==> src/rtl/ram_scan_ctrl_pkg.sv <==
// ---------------------------------------------------------------------------
// ram_scan_ctrl_pkg
// Shared geometry of the 32x4 RAM and the controller state encoding.
//   ADDR_W, DATA_W, DEPTH : RAM shape
//   LAST_ADDR             : final address of a fill or scan pass
//   state_t               : controller states
// ---------------------------------------------------------------------------
package ram_scan_ctrl_pkg;

  localparam int ADDR_W = 5;
  localparam int DATA_W = 4;
  localparam int DEPTH  = 32;

  localparam logic [ADDR_W-1:0] LAST_ADDR = ADDR_W'(DEPTH - 1);

  typedef enum logic [2:0] {
    IDLE = 3'd0,
    FILL = 3'd1,
    RD   = 3'd2,
    CAP  = 3'd3,
    HOLD = 3'd4,
    FIN  = 3'd5
  } state_t;

endpackage

==> src/rtl/ram_scan_ctrl_dwell_counter.sv <==
// ---------------------------------------------------------------------------
// dwell_counter
// Loadable down-counter with a terminal-count strobe. Generic enough to serve
// as a hex display rate divider (reload on tc_o).
//   clk, rst_n  : clock, asynchronous active-low reset (count clears to 0)
//   load_i      : load load_val_i (wins over en_i)
//   en_i        : count down; the count saturates at zero
//   load_val_i  : value loaded; tc_o fires load_val_i+1 enabled cycles later
//   tc_o        : high while enabled and the count is zero
// ---------------------------------------------------------------------------
module dwell_counter #(
  parameter int W = 26
) (
  input  logic         clk,
  input  logic         rst_n,
  input  logic         load_i,
  input  logic         en_i,
  input  logic [W-1:0] load_val_i,
  output logic         tc_o
);

  logic [W-1:0] cnt_q, cnt_d;

  always_comb begin
    cnt_d = cnt_q;
    if (load_i) begin
      cnt_d = load_val_i;
    end else if (en_i && (cnt_q != '0)) begin
      cnt_d = cnt_q - 1'b1;
    end
  end

  // NOTE: state registers use non-blocking assignments so every flop samples
  // the pre-edge values regardless of process evaluation order.
  always_ff @(posedge clk or negedge rst_n) begin
    if (!rst_n) begin
      cnt_q <= '0;
    end else begin
      cnt_q <= cnt_d;
    end
  end

  assign tc_o = en_i && (cnt_q == '0);

endmodule

==> src/rtl/ram_scan_ctrl.sv <==
// ---------------------------------------------------------------------------
// ram_scan_ctrl
// Controller for a 32x4 synchronous RAM: either fills every location with one
// value (one write per cycle) or scans every location, holding each captured
// word on the display outputs for DWELL cycles.
//   CLOCK_50, resetn      : clock, asynchronous active-low reset
//   start, stop, mode     : launch (sampled in IDLE), abort, 0=scan / 1=fill
//   fill_data             : fill value, sampled with start
//   ram_addr/wren/wdata   : RAM request port
//   ram_rdata             : RAM read data, valid one cycle after ram_addr
//   disp_addr/data/valid  : last captured location for the hex display
//   busy, done            : not IDLE; one-cycle pulse on normal completion
// ---------------------------------------------------------------------------
module ram_scan_ctrl
  import ram_scan_ctrl_pkg::*;
#(
  parameter int DWELL = 50000000,
  parameter int CNT_W = 26
) (
  input  logic              CLOCK_50,
  input  logic              resetn,
  input  logic              start,
  input  logic              stop,
  input  logic              mode,
  input  logic [DATA_W-1:0] fill_data,
  output logic [ADDR_W-1:0] ram_addr,
  output logic              ram_wren,
  output logic [DATA_W-1:0] ram_wdata,
  input  logic [DATA_W-1:0] ram_rdata,
  output logic [ADDR_W-1:0] disp_addr,
  output logic [DATA_W-1:0] disp_data,
  output logic              disp_valid,
  output logic              busy,
  output logic              done
);

  // HOLD lasts load value + 1 cycles, so load DWELL-1 for DWELL cycles.
  localparam logic [CNT_W-1:0] DWELL_LOAD = CNT_W'(DWELL - 1);

  state_t            state_q, state_d;
  logic [ADDR_W-1:0] addr_q, addr_d;
  logic [DATA_W-1:0] fill_q, fill_d;
  logic [ADDR_W-1:0] disp_addr_q, disp_addr_d;
  logic [DATA_W-1:0] disp_data_q, disp_data_d;
  logic              disp_valid_q, disp_valid_d;
  logic              cnt_load, cnt_en, cnt_tc;

  dwell_counter #(
    .W(CNT_W)
  ) u_dwell (
    .clk       (CLOCK_50),
    .rst_n     (resetn),
    .load_i    (cnt_load),
    .en_i      (cnt_en),
    .load_val_i(DWELL_LOAD),
    .tc_o      (cnt_tc)
  );

  // NOTE: every signal driven here gets a default before the case so no path
  // leaves it unassigned, which would otherwise infer a latch.
  always_comb begin
    state_d      = state_q;
    addr_d       = addr_q;
    fill_d       = fill_q;
    disp_addr_d  = disp_addr_q;
    disp_data_d  = disp_data_q;
    disp_valid_d = disp_valid_q;
    cnt_load     = 1'b0;
    cnt_en       = 1'b0;

    unique case (state_q)
      IDLE: begin
        if (start && !stop) begin
          fill_d  = fill_data;
          addr_d  = '0;
          state_d = mode ? FILL : RD;
        end
      end
      FILL: begin
        if (addr_q == LAST_ADDR) begin
          state_d = FIN;
        end else begin
          addr_d = addr_q + 1'b1;
        end
      end
      RD: begin
        state_d = CAP;
      end
      CAP: begin
        // ram_rdata now reflects the address presented during RD.
        disp_addr_d  = addr_q;
        disp_data_d  = ram_rdata;
        disp_valid_d = 1'b1;
        cnt_load     = 1'b1;
        state_d      = HOLD;
      end
      HOLD: begin
        cnt_en = 1'b1;
        if (cnt_tc) begin
          if (addr_q == LAST_ADDR) begin
            state_d = FIN;
          end else begin
            addr_d  = addr_q + 1'b1;
            state_d = RD;
          end
        end
      end
      FIN: begin
        state_d = IDLE;
      end
      default: begin
        state_d = IDLE;
      end
    endcase

    // Abort from any busy state; freeze the address so nothing advances.
    if (stop && (state_q != IDLE)) begin
      state_d = IDLE;
      addr_d  = addr_q;
    end
  end

  always_ff @(posedge CLOCK_50 or negedge resetn) begin
    if (!resetn) begin
      state_q      <= IDLE;
      addr_q       <= '0;
      fill_q       <= '0;
      disp_addr_q  <= '0;
      disp_data_q  <= '0;
      disp_valid_q <= 1'b0;
    end else begin
      state_q      <= state_d;
      addr_q       <= addr_d;
      fill_q       <= fill_d;
      disp_addr_q  <= disp_addr_d;
      disp_data_q  <= disp_data_d;
      disp_valid_q <= disp_valid_d;
    end
  end

  // Write strobe is decoded straight from the state register, so an
  // asynchronous reset drops it in the same instant.
  assign ram_addr   = addr_q;
  assign ram_wren   = (state_q == FILL);
  assign ram_wdata  = (state_q == FILL) ? fill_q : '0;
  assign disp_addr  = disp_addr_q;
  assign disp_data  = disp_data_q;
  assign disp_valid = disp_valid_q;
  assign busy       = (state_q != IDLE);
  assign done       = (state_q == FIN);

endmodule

==> config.mk <==
export PLATFORM = sky130hd
export DESIGN_NAME = ram_scan_ctrl
export DESIGN_NICKNAME = d
export VERILOG_FILES = /design/src/rtl/ram_scan_ctrl_pkg.sv /design/src/rtl/ram_scan_ctrl_dwell_counter.sv /design/src/rtl/ram_scan_ctrl.sv
export SDC_FILE = /design/constraint.sdc
export NUM_CORES = 1
export LEC_CHECK = 0
export BUFFER_PORTS_ARGS = -buffer_cell sky130_fd_sc_hd__buf_2
export CORE_ASPECT_RATIO = 0.5
export CORE_MARGIN = 5
export CORE_UTILIZATION = 35
export CTS_CLUSTER_SIZE = 25
export DETAILED_ROUTE_END_ITERATION = 12
export PLACE_DENSITY = 0.53
export SETUP_SLACK_MARGIN = 0.5
export SLEW_MARGIN = 20
export SYNTH_ARGS = -nofsm -noshare
export SYNTH_HDL_FRONTEND = slang
export SYNTH_HIERARCHICAL = 1
export SYNTH_SLANG_ARGS = --single-unit
==> constraint.sdc <==
create_clock -name CLOCK_50 -period 5.3 [get_ports CLOCK_50]
set_clock_uncertainty 0.1 [all_clocks]
set_input_delay 0.53 -clock CLOCK_50 [delete_from_list [all_inputs] [get_ports CLOCK_50]]
set_output_delay 0.53 -clock CLOCK_50 [all_outputs]
set_load 0.02 [all_outputs]
# Word level (Yosys, flattened, before mapping)

Index checks and enable logic that the tools add are counted.

Word-level logic and storage cells: 51
Bits of input ports: 13
Flip-flop bits (word level): 48

Multiplexer cells: 16
Bitwise operators: 1
Add/subtract/negate cells: 2
Reductions and logical operators: 14
Equality and inequality tests: 11

Operators by type and width:

| operator                                              | count |
|---|---|
| two-way mux 26 bit                                    | 2 |
| logical NOT 26 bit                                    | 1 |
| nonzero test 26 bit                                   | 1 |
| subtractor 26 x 1 -> 26 bit, second input constant    | 1 |
| two-way mux 3 bit                                     | 5 |
| two-way mux 5 bit                                     | 3 |
| one-hot mux 3 bit (5 select lines)                    | 1 |
| one-hot mux 5 bit (3 select lines)                    | 1 |
| == test 3 x 2 -> 1 bit, second input constant         | 2 |
| == test 3 bit, second input constant                  | 2 |
| inequality test 3 bit, second input constant          | 2 |
| nonzero test 3 bit                                    | 2 |
| adder 5 x 1 -> 5 bit, second input constant           | 1 |
| == test 5 bit, second input constant                  | 1 |
| logical AND 1 bit                                     | 4 |
| two-way mux 4 bit                                     | 1 |
| inequality test 2 bit, second input constant          | 2 |
| AND reduction 4 bit                                   | 1 |
| == test 3 x 1 -> 1 bit, second input constant         | 1 |
| logical NOT 3 bit                                     | 1 |
| inequality test 3 x 1 -> 1 bit, second input constant | 1 |
| AND reduction 3 bit                                   | 1 |
| two-way mux 1 bit                                     | 2 |
| two-way mux 2 bit                                     | 1 |
| other kinds (4)                                       | 4 |

# Longest topological paths before layout

Gate-level depths: netlist (run 1).

Word-level depth: 6
Gate-level depth with buffers: 9

# Hierarchy

The synthesis (run 1) kept the hierarchy.

By module, submodules not included:

| module        | area each (µm²) | seq. area each (µm²) | cells each | times used |
|---|---|---|---|---|
| dwell_counter | 1,641.6         | 650.6                | 183        | 1 |
| ram_scan_ctrl | 1,132.3         | 550.5                | 94         | 1 |

# Least setup slack after synthesis (run 1)

Ideal clock, no wire load.

Path type: reg-to-reg
From: register state_q[2]
To: register addr_q[0] (netlist: ram_addr[0])
Data arrival time: 2.570 ns
Path buffers: 1
Period minus slack after synthesis: 2.795 ns
Cell stages (with the launch flop): 9
Setup time: 0.125 ns
Slack: 2.505 ns
Path through: dfrtp_1 clkbuf_1 and2_1 nor4bb_1 and4_1 nand2b_1 a2111o_1 or2_1 mux2_2

Longest elaborated chain between the ends: 5
Elaborated cells between the ends (all ways): 13
Those cells by class: eq/ne: 4; mux: 2; bitwise: 1; reduce/logical: 6

Ends and longest elaborated chain:

| what                            | line                              | source |
|---|---|---|
| start: declaration              | ram_scan_ctrl.sv:40               | `state_t state_q, state_d;` |
| start signal: assignment        | ram_scan_ctrl.sv:132              | `state_q <= state_d;` |
| == test 3 bit                   | ram_scan_ctrl.sv:71               | `unique case (state_q)` |
| two-way mux 1 bit               | ram_scan_ctrl.sv:71               |  |
| net cnt_en                      | ram_scan_ctrl.sv:46               | `logic cnt_load, cnt_en, cnt_tc;` |
| logical AND 1 bit               | ram_scan_ctrl_dwell_counter.sv:43 | `assign tc_o = en_i && (cnt_q == '0);` |
| net cnt_tc                      | ram_scan_ctrl.sv:46               |  |
| inequality test 2 bit (no line) | n/a                               |  |
| AND reduction 4 bit (no line)   | n/a                               |  |
| end signal: assignment          | ram_scan_ctrl.sv:133              | `addr_q <= addr_d;` |
| end: declaration                | ram_scan_ctrl.sv:41               | `logic [ADDR_W-1:0] addr_q, addr_d;` |

The timed path passes the listed nets, and every way through them passes these cells.
A chain may end at the register's enable or synchronous reset.

# Final worst setup path (run 1)

From: register state_q[1]
To: register addr_q[0] (netlist: ram_addr[0])

The elaborated chain is that of the path after synthesis.

==> results of run 1 <==
-- path summary, 6_finish.rpt --
path | end | slack, ns
worst min register to register | disp_valid | 0.36
min in group CLOCK_50 | state_q[1] | 0.35
worst max-delay path | ram_addr[0] | 2.16
worst max register to register | ram_addr[0] | 2.16
worst min-delay path | u_dwell/cnt_q[15] | 0.14
max in group asynchronous | state_q[2] | 4.53
-- cells in the final DEF, fill, tap and decap left out, drive strengths merged, types with 3 or more instances in the layout --
cell / synthesis / layout
nor3b: 4 / 4
nand4: 3 / 3
bufinv: 0 / 3
mux2: 17 / 17
inv: 4 / 4
o211ai: 7 / 7
dfrtp: 48 / 48
nor2: 17 / 17
a31oi: 6 / 6
and3: 3 / 3
nor3: 9 / 9
o21ai: 15 / 15
clkbuf: 11 / 5
and2: 6 / 6
buf: 4 / 35
nand2b: 4 / 4
nor2b: 3 / 3
o31ai: 4 / 4
a21oi: 4 / 4
nand3: 7 / 7
conb: 2 / 26
a22o: 3 / 3
or4: 9 / 9
a2111oi: 3 / 3
xnor2: 13 / 13
nand2: 29 / 29
ha: 3 / 3
nor4: 3 / 3
o311ai: 3 / 3
or3: 8 / 8
-- synth_stat cells (6+ instances only) --
cell / number / share of area, %
a31oi_1: 6 / 1.4
nor2_1: 17 / 2.3
nand2_1: 29 / 3.9
mux2_2: 13 / 5.3
and2_1: 6 / 1.4
or4_1: 7 / 1.9
xnor2_1: 13 / 4.1
nand3_1: 7 / 1.3
o21ai_0: 15 / 2.7
nor3_1: 8 / 1.4
o211ai_1: 7 / 1.9
dfrtp_1: 48 / 43
clkbuf_1: 11 / 1.5
-- metal layers --
metal  vias up  wire length (µm)
met1      1033              2840
met2        28              2780
met4         0                56
met5         -                 0
li1       1093                 -
met3         5               234
-- layout make-up --
class | count | area, µm²
Fill cell | 727 | 4200
Multi-Input combinational cell | 233 | 1570
Sequential cell | 48 | 1200
Timing Repair Buffer | 35 | 180
Tap cell | 108 | 135
Clock buffer | 5 | 125
Clock inverter | 3 | 90.1
Inverter | 5 | 18.8
-- kinds of logic after synthesis --
logic type / after synthesis / synth area share (%)
adder cells (fa/ha/maj): 3 / 1.35
flip-flops: 48 / 43.3
AND/OR/NAND/NOR: 116 / 24.6
other: 2 / 0.271
buffers and inverters: 20 / 3.43
AO/OA/AOI/OAI: 55 / 14.5
multiplexers: 18 / 7.80
XOR/XNOR: 15 / 4.74
-- stage by stage --
step / hold WS [ns] / total power [µW] / setup WS, ns / instance area, µm² / instances
final: 0.143 / 1700 / 2.16 / 3320 / 437
after global routing: 0.218 / 1810 / 1.85 / 3320 / 437
after CTS: 0.339 / 1720 / 2.16 / 3320 / 437
after detailed placement: 0.353 / 1250 / 2.17 / 3100 / 429
after global placement: 0.349 / 1230 / 2.28 / 3100 / 429
after floorplan: 0.134 / 1100 / 2.51 / 2860 / 301
-- sequential cells by signal, indices dropped and copies added, names as in the netlist --
register,cells
disp_addr,5
fill_q,4
u_dwell/cnt_q,26
state_q,3
disp_valid,1
disp_data,4
ram_addr,5
-- power breakdown --
group | total, µW | leakage, µW | internal [µW] | switching, µW
sequential | 679 | 0.000589 | 522 | 157
clock | 456 | 0.000104 | 318 | 138
combinational | 561 | 0.000722 | 265 | 296
total | 1700 | 0.00142 | 1100 | 591
==> results.md, run 1 <==
- Ys flop type: dfrtp_1
- Clk pin slew, worst setup/hold paths: 0.07 ns
- Max rail drop VDD: 0.180 mV
- Worst path slowest cell: dfrtp_1
- Io pins: 35
- Final #Nets: 344
- GP Congestion: 0.754
- RSZ-0062 raised after global routing: false
- Hold-fix buffers at CTS: 0
- Die height: 73.0 µm
- DRC: 0
- Starting Density: 36.9%
- Vias in the first global route: 2,098
- Final ANT Viol Nets: 0
- Crit path from: state_q[1]
- Global route overflow: 0
- Gate Count Post-Synth: 277
- Final core utilization: 44.2%
- Outcome: finished, final reports clean
- Register-to-Register Path Depth: 8
- Mean post-synth cell area: 10.0 µm²
- Worst path max stage delay: 0.54 ns
- Period minus WS final: 3.14 ns
- FF+latch count, synth: 48
- DRT iter0 DRCs: 102
- Final wirelength: 5910 µm
- Buf+Inv Stages, Crit Path: 0
- Diode count: 0
- P_leak: 0.00142 µW
- Clock sinks: 48
- 1st-pass router iterations: 4
- Critical Path, Cell by Cell: nor2_1 -> and2_1 -> nor4bb_1 -> and4_1 -> nand2b_1 -> a2111o_1 -> or2_1 -> mux2_2
- Setup TNS: 0 ns
- Final hold violations: 0
- Critical path launch point type: register
- Cell Area, Synth: 0.00277 mm²
- Worst hold path type: input pin to async pin
- Final Setup Violations: 0
- P per Cell Area: 511 mW/mm²
- Req. time, crit path: 5.38 ns
- Number of antenna violations at the first check in global routing: 0
- Worst path depth: 8
- Largest net degree at the start of global routing: 49
- Std cell rows: 22
- Family with the most delay on the worst path: simple AND/OR/NAND/NOR gates
- Die ar.: 0.00991 mm²
- Critical Path Sink Type: register
- Max-cap check violation count: 0
- CTS max path bufs: 2
- Global Route Usage Sum: 12.9%
- Clock buffer count from CTS: 5
- Die W: 136 µm
- Max Clock Freq: 318 MHz
- Yosys warns: 6
- Met3 Resource Use GR: 3.51%
- Core Box Area: 0.00751 mm²
- Setup Crit Path Kind: register to register
- Vias: 2,159
- GR Util met2: 20.9%
- Clk root buf: clkbuf_16
- First-pass GRT wire length: 10,200 µm
- WP data arrival: 3.22 ns
- Async SR Flop Fraction: 100%
- Crit-path max FO: 15
- Worst slew margin: 58.6%
- Met1 Use GR: 16.9%
- Layout area overhead: 19.6%
- Slew Viols, Final: 0
- Post-synthesis sequential area ratio: 43.3%
- Cts repair resizes: 0
- Unique masters post-synth: 63
- CTS tree: done
- GR peak layer: met2
- Number of synthesized flops with an enable pin: 0
- Post-CTS Setup Repair Bufs: 0
- R2R Path Start: state_q[1]
- Via density: 4.94
- DR WL/cell: 13.5 µm
- Proportion of layout cells with a drive suffix above 1: 22.8%
- DP Wirelength: 4200 µm
- CTS H-tree depth: 2
- Worst-Margin Slew: 0.621 ns
- Final period util: 59.3%
- Clk Latency, worst-skew pair: 0.29 ns
- Buffers on Ports: 34
No activity file was read; power rests on OpenSTA's default activity.
==> inputs of run 2 (changes only) <==
--- a/config.mk
+++ b/config.mk
@@ -11,7 +11,7 @@
 export CORE_UTILIZATION = 35
 export CTS_CLUSTER_SIZE = 25
 export DETAILED_ROUTE_END_ITERATION = 12
-export PLACE_DENSITY = 0.53
+export PLACE_DENSITY = 0.55
 export SETUP_SLACK_MARGIN = 0.5
 export SLEW_MARGIN = 20
 export SYNTH_ARGS = -nofsm -noshare
==> constraint.sdc (replaced) <==
create_clock -name CLOCK_50 -period 2.55 [get_ports CLOCK_50]
set_clock_uncertainty 0.1 [all_clocks]
set_input_delay 0.255 -clock CLOCK_50 [delete_from_list [all_inputs] [get_ports CLOCK_50]]
set_output_delay 0.255 -clock CLOCK_50 [all_outputs]
set_load 0.02 [all_outputs]
==> results.md, run 2 (synthesized netlist as in run 1, its figures left out) <==
- DR WL/cell: 14.3 µm
- DRT iter0 DRCs: 93
- Flop pwr share: 36.0%
- Top reg by flops: u_dwell/cnt_q
- First-pass GRT wire length: 11,600 µm
- 1st-pass router iterations: 4
- Final period util: 102%
- DP Wirelength: 4870 µm
- Number of antenna violations at the first check in global routing: 0
- CTS tree: done
- Worst-Margin Slew: 0.567 ns
- Final core utilization: 52.2%
- Die W: 136 µm
- Io pins: 35
- Commonest non-fill, non-tap cell in the layout: dfrtp_1
- Period minus WS final: 2.61 ns
- Starting Density: 36.9%
- Worst hold path type: input pin to register
- Worst slew margin: 62.2%
- Proportion of layout cells with a drive suffix above 1: 38.7%
- RSZ-0062 raised after global routing: true
- Clock buffer count from CTS: 5
- Std cell rows: 22
- Slew Viols, Final: 0
- Final ANT Viol Nets: 0
- Final #Nets: 392
- Diode count: 0
- Global Route Usage Sum: 14.6%
- Global route overflow: 0
- Vias in the first global route: 2,408
- Req. time, crit path: 2.62 ns
- Violated checks: setup timing
- Final setup margin: -0.0553 ns
- Part of the power in the clock network: 20.5%
- Most frequent cells in the layout: dfrtp_1, buf_4, buf_2
- Final wirelength: 6920 µm
- P per Cell Area: 966 mW/mm²
- Core Box Area: 0.00751 mm²
- NetSw: 1390 µW
- Layout area overhead: 41.4%
- Critical Path Sink Type: register
- P_leak: 0.00170 µW
- CTS max path bufs: 2
- Internal power: 2400 µW
- GP Congestion: 0.797
- Pre-CTS setup slack: -0.149 ns
- Max reg flops: 26
- Setup Crit Path Kind: register to register
- CTS H-tree depth: 2
- Final hold violations: 0
- Final Setup Violations: 4
- Clk Latency, worst-skew pair: 0.29 ns
- Clk pin slew, worst setup/hold paths: 0.07 ns
- Logic pwr share: 43.4%
- Largest net degree at the start of global routing: 23
- Buffers on Ports: 34
- Clock sinks: 48
- Critical path launch point type: register
- WP data arrival: 2.68 ns
- Max-cap check violation count: 0
- Die ar.: 0.00991 mm²
- Vias: 2,392
- Die height: 73.0 µm
- DRC: 0
- Max rail drop VDD: 0.314 mV
- Outcome: complete, but fails checks
- Sw Ratio: 36.8%
- Max Clock Freq: 384 MHz
- Via density: 4.93
- Crit-path max FO: 3
- Clk root buf: clkbuf_16
-- run 2: power by group through the flow --
stage / Sequential (µW) / Combinational [µW] / Clock, µW
3_5_place_dp: 1370 / 1500 / 0
2_1_floorplan: 1430 / 927 / 0
3_3_place_gp: 1350 / 1460 / 0
5_1_grt: 1410 / 1810 / 828
4_1_cts: 1370 / 1570 / 799
6_report: 1370 / 1640 / 778
-- run 2: repair_timing --
action | CTS | global route
hold buffers | 1 | 0
endpoints found under the hold margin | 20 | 0
buffers inserted | 6 | 8
pin swaps | 9 | 12
endpoints found under the setup margin | 34 | 35
gates resized for setup | 15 | 16
-- run 2: worst max-delay path, stage by stage, from the launching register on --
cell      delay (ns)
dfrtp_1         0.38
or4_4           0.56
nor3_4          0.15
and4_4          0.25
nand2b_1        0.06
a2111o_1        0.43
or2_1           0.29
mux2_4          0.27
-- run 2: cell type report --
cell class              count  area, µm²
multi-input cells         233       1810
clock inverters             2       38.8
fillers                   679       3590
inverters                   5       20.0
flip-flops and latches     48       1200
repair buffers             83        579
clock buffers               6        139
well taps                 108        135
-- run 2: per-layer routing --
metal  part of all wire (%)  vias to the layer above  wire length (µm)  GRT usage (%)
li1                       -                     1190                 -              -
met1                     48                     1166              3310           19.3
met3                    3.8                        6               262           3.37
met2                     47                       30              3290           23.9
met5                      0                        -                 0              0
met4                   0.90                        0                62           4.58
-- run 2: path summary, 6_finish.rpt --
kind / from / endpoint / slack [ns] / cells after the start
worst max-delay path: u_dwell/cnt_q[13] / ram_addr[0] / -0.06 / 7
worst min-delay path: mode / state_q[1] / 0.06 / 2
worst max register to register: u_dwell/cnt_q[13] / ram_addr[0] / -0.06 / 7
worst min register to register: disp_valid / disp_valid / 0.37 / 1
max in group asynchronous: resetn / ram_addr[3] / 1.34 / 3
min in group asynchronous: resetn / u_dwell/cnt_q[13] / 0.39 / 2
-- run 2: per-stage QoR --
step           cell area (µm²)  total power (µW)  cells  TNS, ns  hold slack (ns)
6_report                  3920              3790    485   -0.105           0.0621
5_1_grt                   3920              4040    485    -1.01           0.0693
4_1_cts                   3790              3730    477   -0.254           0.0599
3_5_place_dp              3490              2870    462   -0.397            0.178
3_3_place_gp              3490              2820    462   -0.213            0.173
2_1_floorplan             3010              2350    301   -0.281           -0.141
==> inputs of run 3 (changes only) <==
--- a/config.mk
+++ b/config.mk
@@ -16,5 +16,5 @@
 export SLEW_MARGIN = 20
 export SYNTH_ARGS = -nofsm -noshare
 export SYNTH_HDL_FRONTEND = slang
-export SYNTH_HIERARCHICAL = 1
 export SYNTH_SLANG_ARGS = --single-unit
+export TNS_END_PERCENT = 100
==> results.md, run 3 <==
- Max Clock Freq: 420 MHz
- Final #Nets: 336
- GP Congestion: 0.822
- Vias: 2,175
- Worst hold path type: input pin to register
- Number of synthesized flops with an enable pin: 0
- Setup Crit Path Kind: register to register
- Die W: 131 µm
- Die height: 70.3 µm
- Global route overflow: 0
- DRT iter0 DRCs: 99
- CTS max path bufs: 2
- First-pass GRT wire length: 10000 µm
- Final ANT Viol Nets: 0
- Crit path from: u_dwell.cnt_q[6]
- Max rail drop VDD: 0.365 mV
- Outcome: finished, final reports clean
- Final Setup Violations: 0
- Std cell rows: 22
- Clock buffer count from CTS: 5
- Worst slew margin: 52.7%
- Cell Area, Synth: 0.00254 mm²
- Clock sinks: 48
- Die ar.: 0.00918 mm²
- Req. time, crit path: 2.62 ns
- Most frequent cells in the layout: dfrtp_1, nand2_1, buf_2
- Internal power: 1920 µW
- Io pins: 35
- Crit-path max FO: 5
- FF+latch count, synth: 48
- Family with the most delay on the worst path: simple AND/OR/NAND/NOR gates
- CTS tree: done
- DRC: 0
- Syn nets: 289
- DR WL/cell: 14.1 µm
- Logic pwr share: 33.7%
- Top cells by area, synth: dfrtp_1, nand2_1, mux2i_1
- Worst path slowest cell: or4b_4
- Critical Path Sink Type: register
- Post-synthesis sequential area ratio: 47.2%
- P_leak: 0.00138 µW
- Final hold violations: 0
- Final core utilization: 44.1%
- Period minus WS final: 2.38 ns
- Final wirelength: 5860 µm
- Sw Ratio: 36.6%
- Top reg by flops: u_dwell.cnt_q
- Mean post-synth cell area: 9.32 µm²
- Max reg flops: 26
- Part of the power in the clock network: 25.3%
- Starting Density: 35.3%
- Proportion of layout cells with a drive suffix above 1: 26.8%
- Flop pwr share: 41.0%
- Via density: 5.22
- Max-cap check violation count: 0
- Vias in the first global route: 2,090
- Slew Viols, Final: 0
- Worst path max stage delay: 0.60 ns
- P per Cell Area: 955 mW/mm²
- Pwr Total: 3040 µW
- NetSw: 1110 µW
- Worst-Margin Slew: 0.710 ns
- Dpl cell area: 0.00290 mm²
- Yosys warns: 0
- Most numerous cell in the Yosys netlist: dfrtp_1
- Clk pin slew, worst setup/hold paths: 0.07 ns
- Number of antenna violations at the first check in global routing: 0
- Critical path launch point type: register
- Async SR Flop Fraction: 100%
- Largest net degree at the start of global routing: 36
- DP Wirelength: 4150 µm
- Core Box Area: 0.00721 mm²
- Post-route cell area: 0.00318 mm²
- CTS H-tree depth: 2
- R2R Path Start: u_dwell.cnt_q[6]
- Layout area overhead: 24.9%
- Final period util: 93.4%
- Share of Yosys cell area claimed by the top area cell type: 47.2%
- Worst Hold Launch: ram_rdata[2]
- WP data arrival: 2.45 ns
- Buffers on Ports: 34
- Ys flop type: dfrtp_1
- Gate Count Post-Synth: 273
- Yosys top cell by area: dfrtp_1
- Unique masters post-synth: 43
- Diode count: 0
- 1st-pass router iterations: 4
- Buf+Inv Stages, Crit Path: 0
- Global Route Usage Sum: 13.4%
- Clk Latency, worst-skew pair: 0.29 ns
- Critical Path, Cell by Cell: or4_4 -> or4b_4 -> o21ai_4 -> nor4_1 -> or3_1
- RSZ-0062 raised after global routing: true
- Commonest non-fill, non-tap cell in the layout: dfrtp_1
- Setup TNS: 0 ns
- Clk root buf: clkbuf_16
- Synth cell count leaders: dfrtp_1, nand2_1, nor2_1
run 3: cell types whose count changed in the layout (fill, tap and decap cells not counted), sizes merged, moves of 4 or more:
| cell | change |
|---|---|
| mux2i | +8 |
| and3 | +5 |
| inv | +5 |
| o211ai | -4 |
| mux2 | -12 |
| nand2b | +4 |
| xnor2 | -11 |
| buf | -32 |
| nand2 | +11 |
| conb | -26 |
| nor3b | -4 |
| nor4 | +5 |
run 3: repair_timing:
action                     in CTS  in global routing
pin swaps                       5                  0
hold endpoints to repair       28                  0
hold buffers                    1                  0
setup buffers                   3                  1
gates resized for setup        14                  2
setup endpoints to repair      33                 34
run 3: routing by layer:
metal / track usage (%) / vias to the layer above / wire (µm)
li1: - / 1090 / -
met2: 20.8 / 26 / 2750
met3: 2.98 / 8 / 146
met4: 4.56 / 0 / 74
met1: 18.5 / 1051 / 2890
met5: 0 / - / 0
run 3: tightest hold or removal path, delay by kind of cell:
kind	cells	cell delay (ns)
AND/OR/NAND/NOR	2	0.08
buffers and inverters	1	0.07
run 3: power by group through the flow:
| stage | logic (µW) | clock network, µW | registers [µW] |
|---|---|---|---|
| final | 1020 | 767 | 1250 |
| after global routing | 1130 | 818 | 1290 |
| after CTS | 1030 | 789 | 1240 |
| after detailed placement | 993 | 0 | 1250 |
| after global placement | 975 | 0 | 1240 |
| after floorplan | 657 | 0 | 1270 |
run 3: path summary, 6_finish.rpt:
kind                                     to  slack, ns  cells after the start
min reg2reg                      disp_valid       0.37                      1
max                        u_dwell.cnt_q[4]       0.17                      5
min in group asynchronous        state_q[1]       0.47                      2
max reg2reg                u_dwell.cnt_q[4]       0.17                      5
min                            disp_data[2]       0.05                      3
max in group asynchronous      disp_data[1]       1.26                      3
run 3: stage by stage:
stage | std cells | hold WS [ns] | setup WS [ns]
after floorplan | 273 | -0.141 | 0.171
after global placement | 404 | 0.255 | 0.192
after detailed placement | 404 | 0.259 | 0.184
after global routing | 417 | 0.0539 | 0.0956
after CTS | 416 | 0.0484 | 0.196
final | 417 | 0.0526 | 0.169
run 3: cells by family after synthesis:
family          synth area share, %
compound gates                 11.8
xor+xnor                       1.72
fa+ha+maj                      1.48
buf+inv                        3.24
flops                          47.2
mux                            5.75
simple gates                   28.8
run 3: cell type report:
cell class / count / area, µm²
fillers: 731 / 4030
multi-input cells: 206 / 1340
flip-flops and latches: 48 / 1200
repair buffers: 51 / 320
clock buffers: 5 / 125
well taps: 96 / 120
clock inverters: 3 / 46.3
inverters: 8 / 30.0
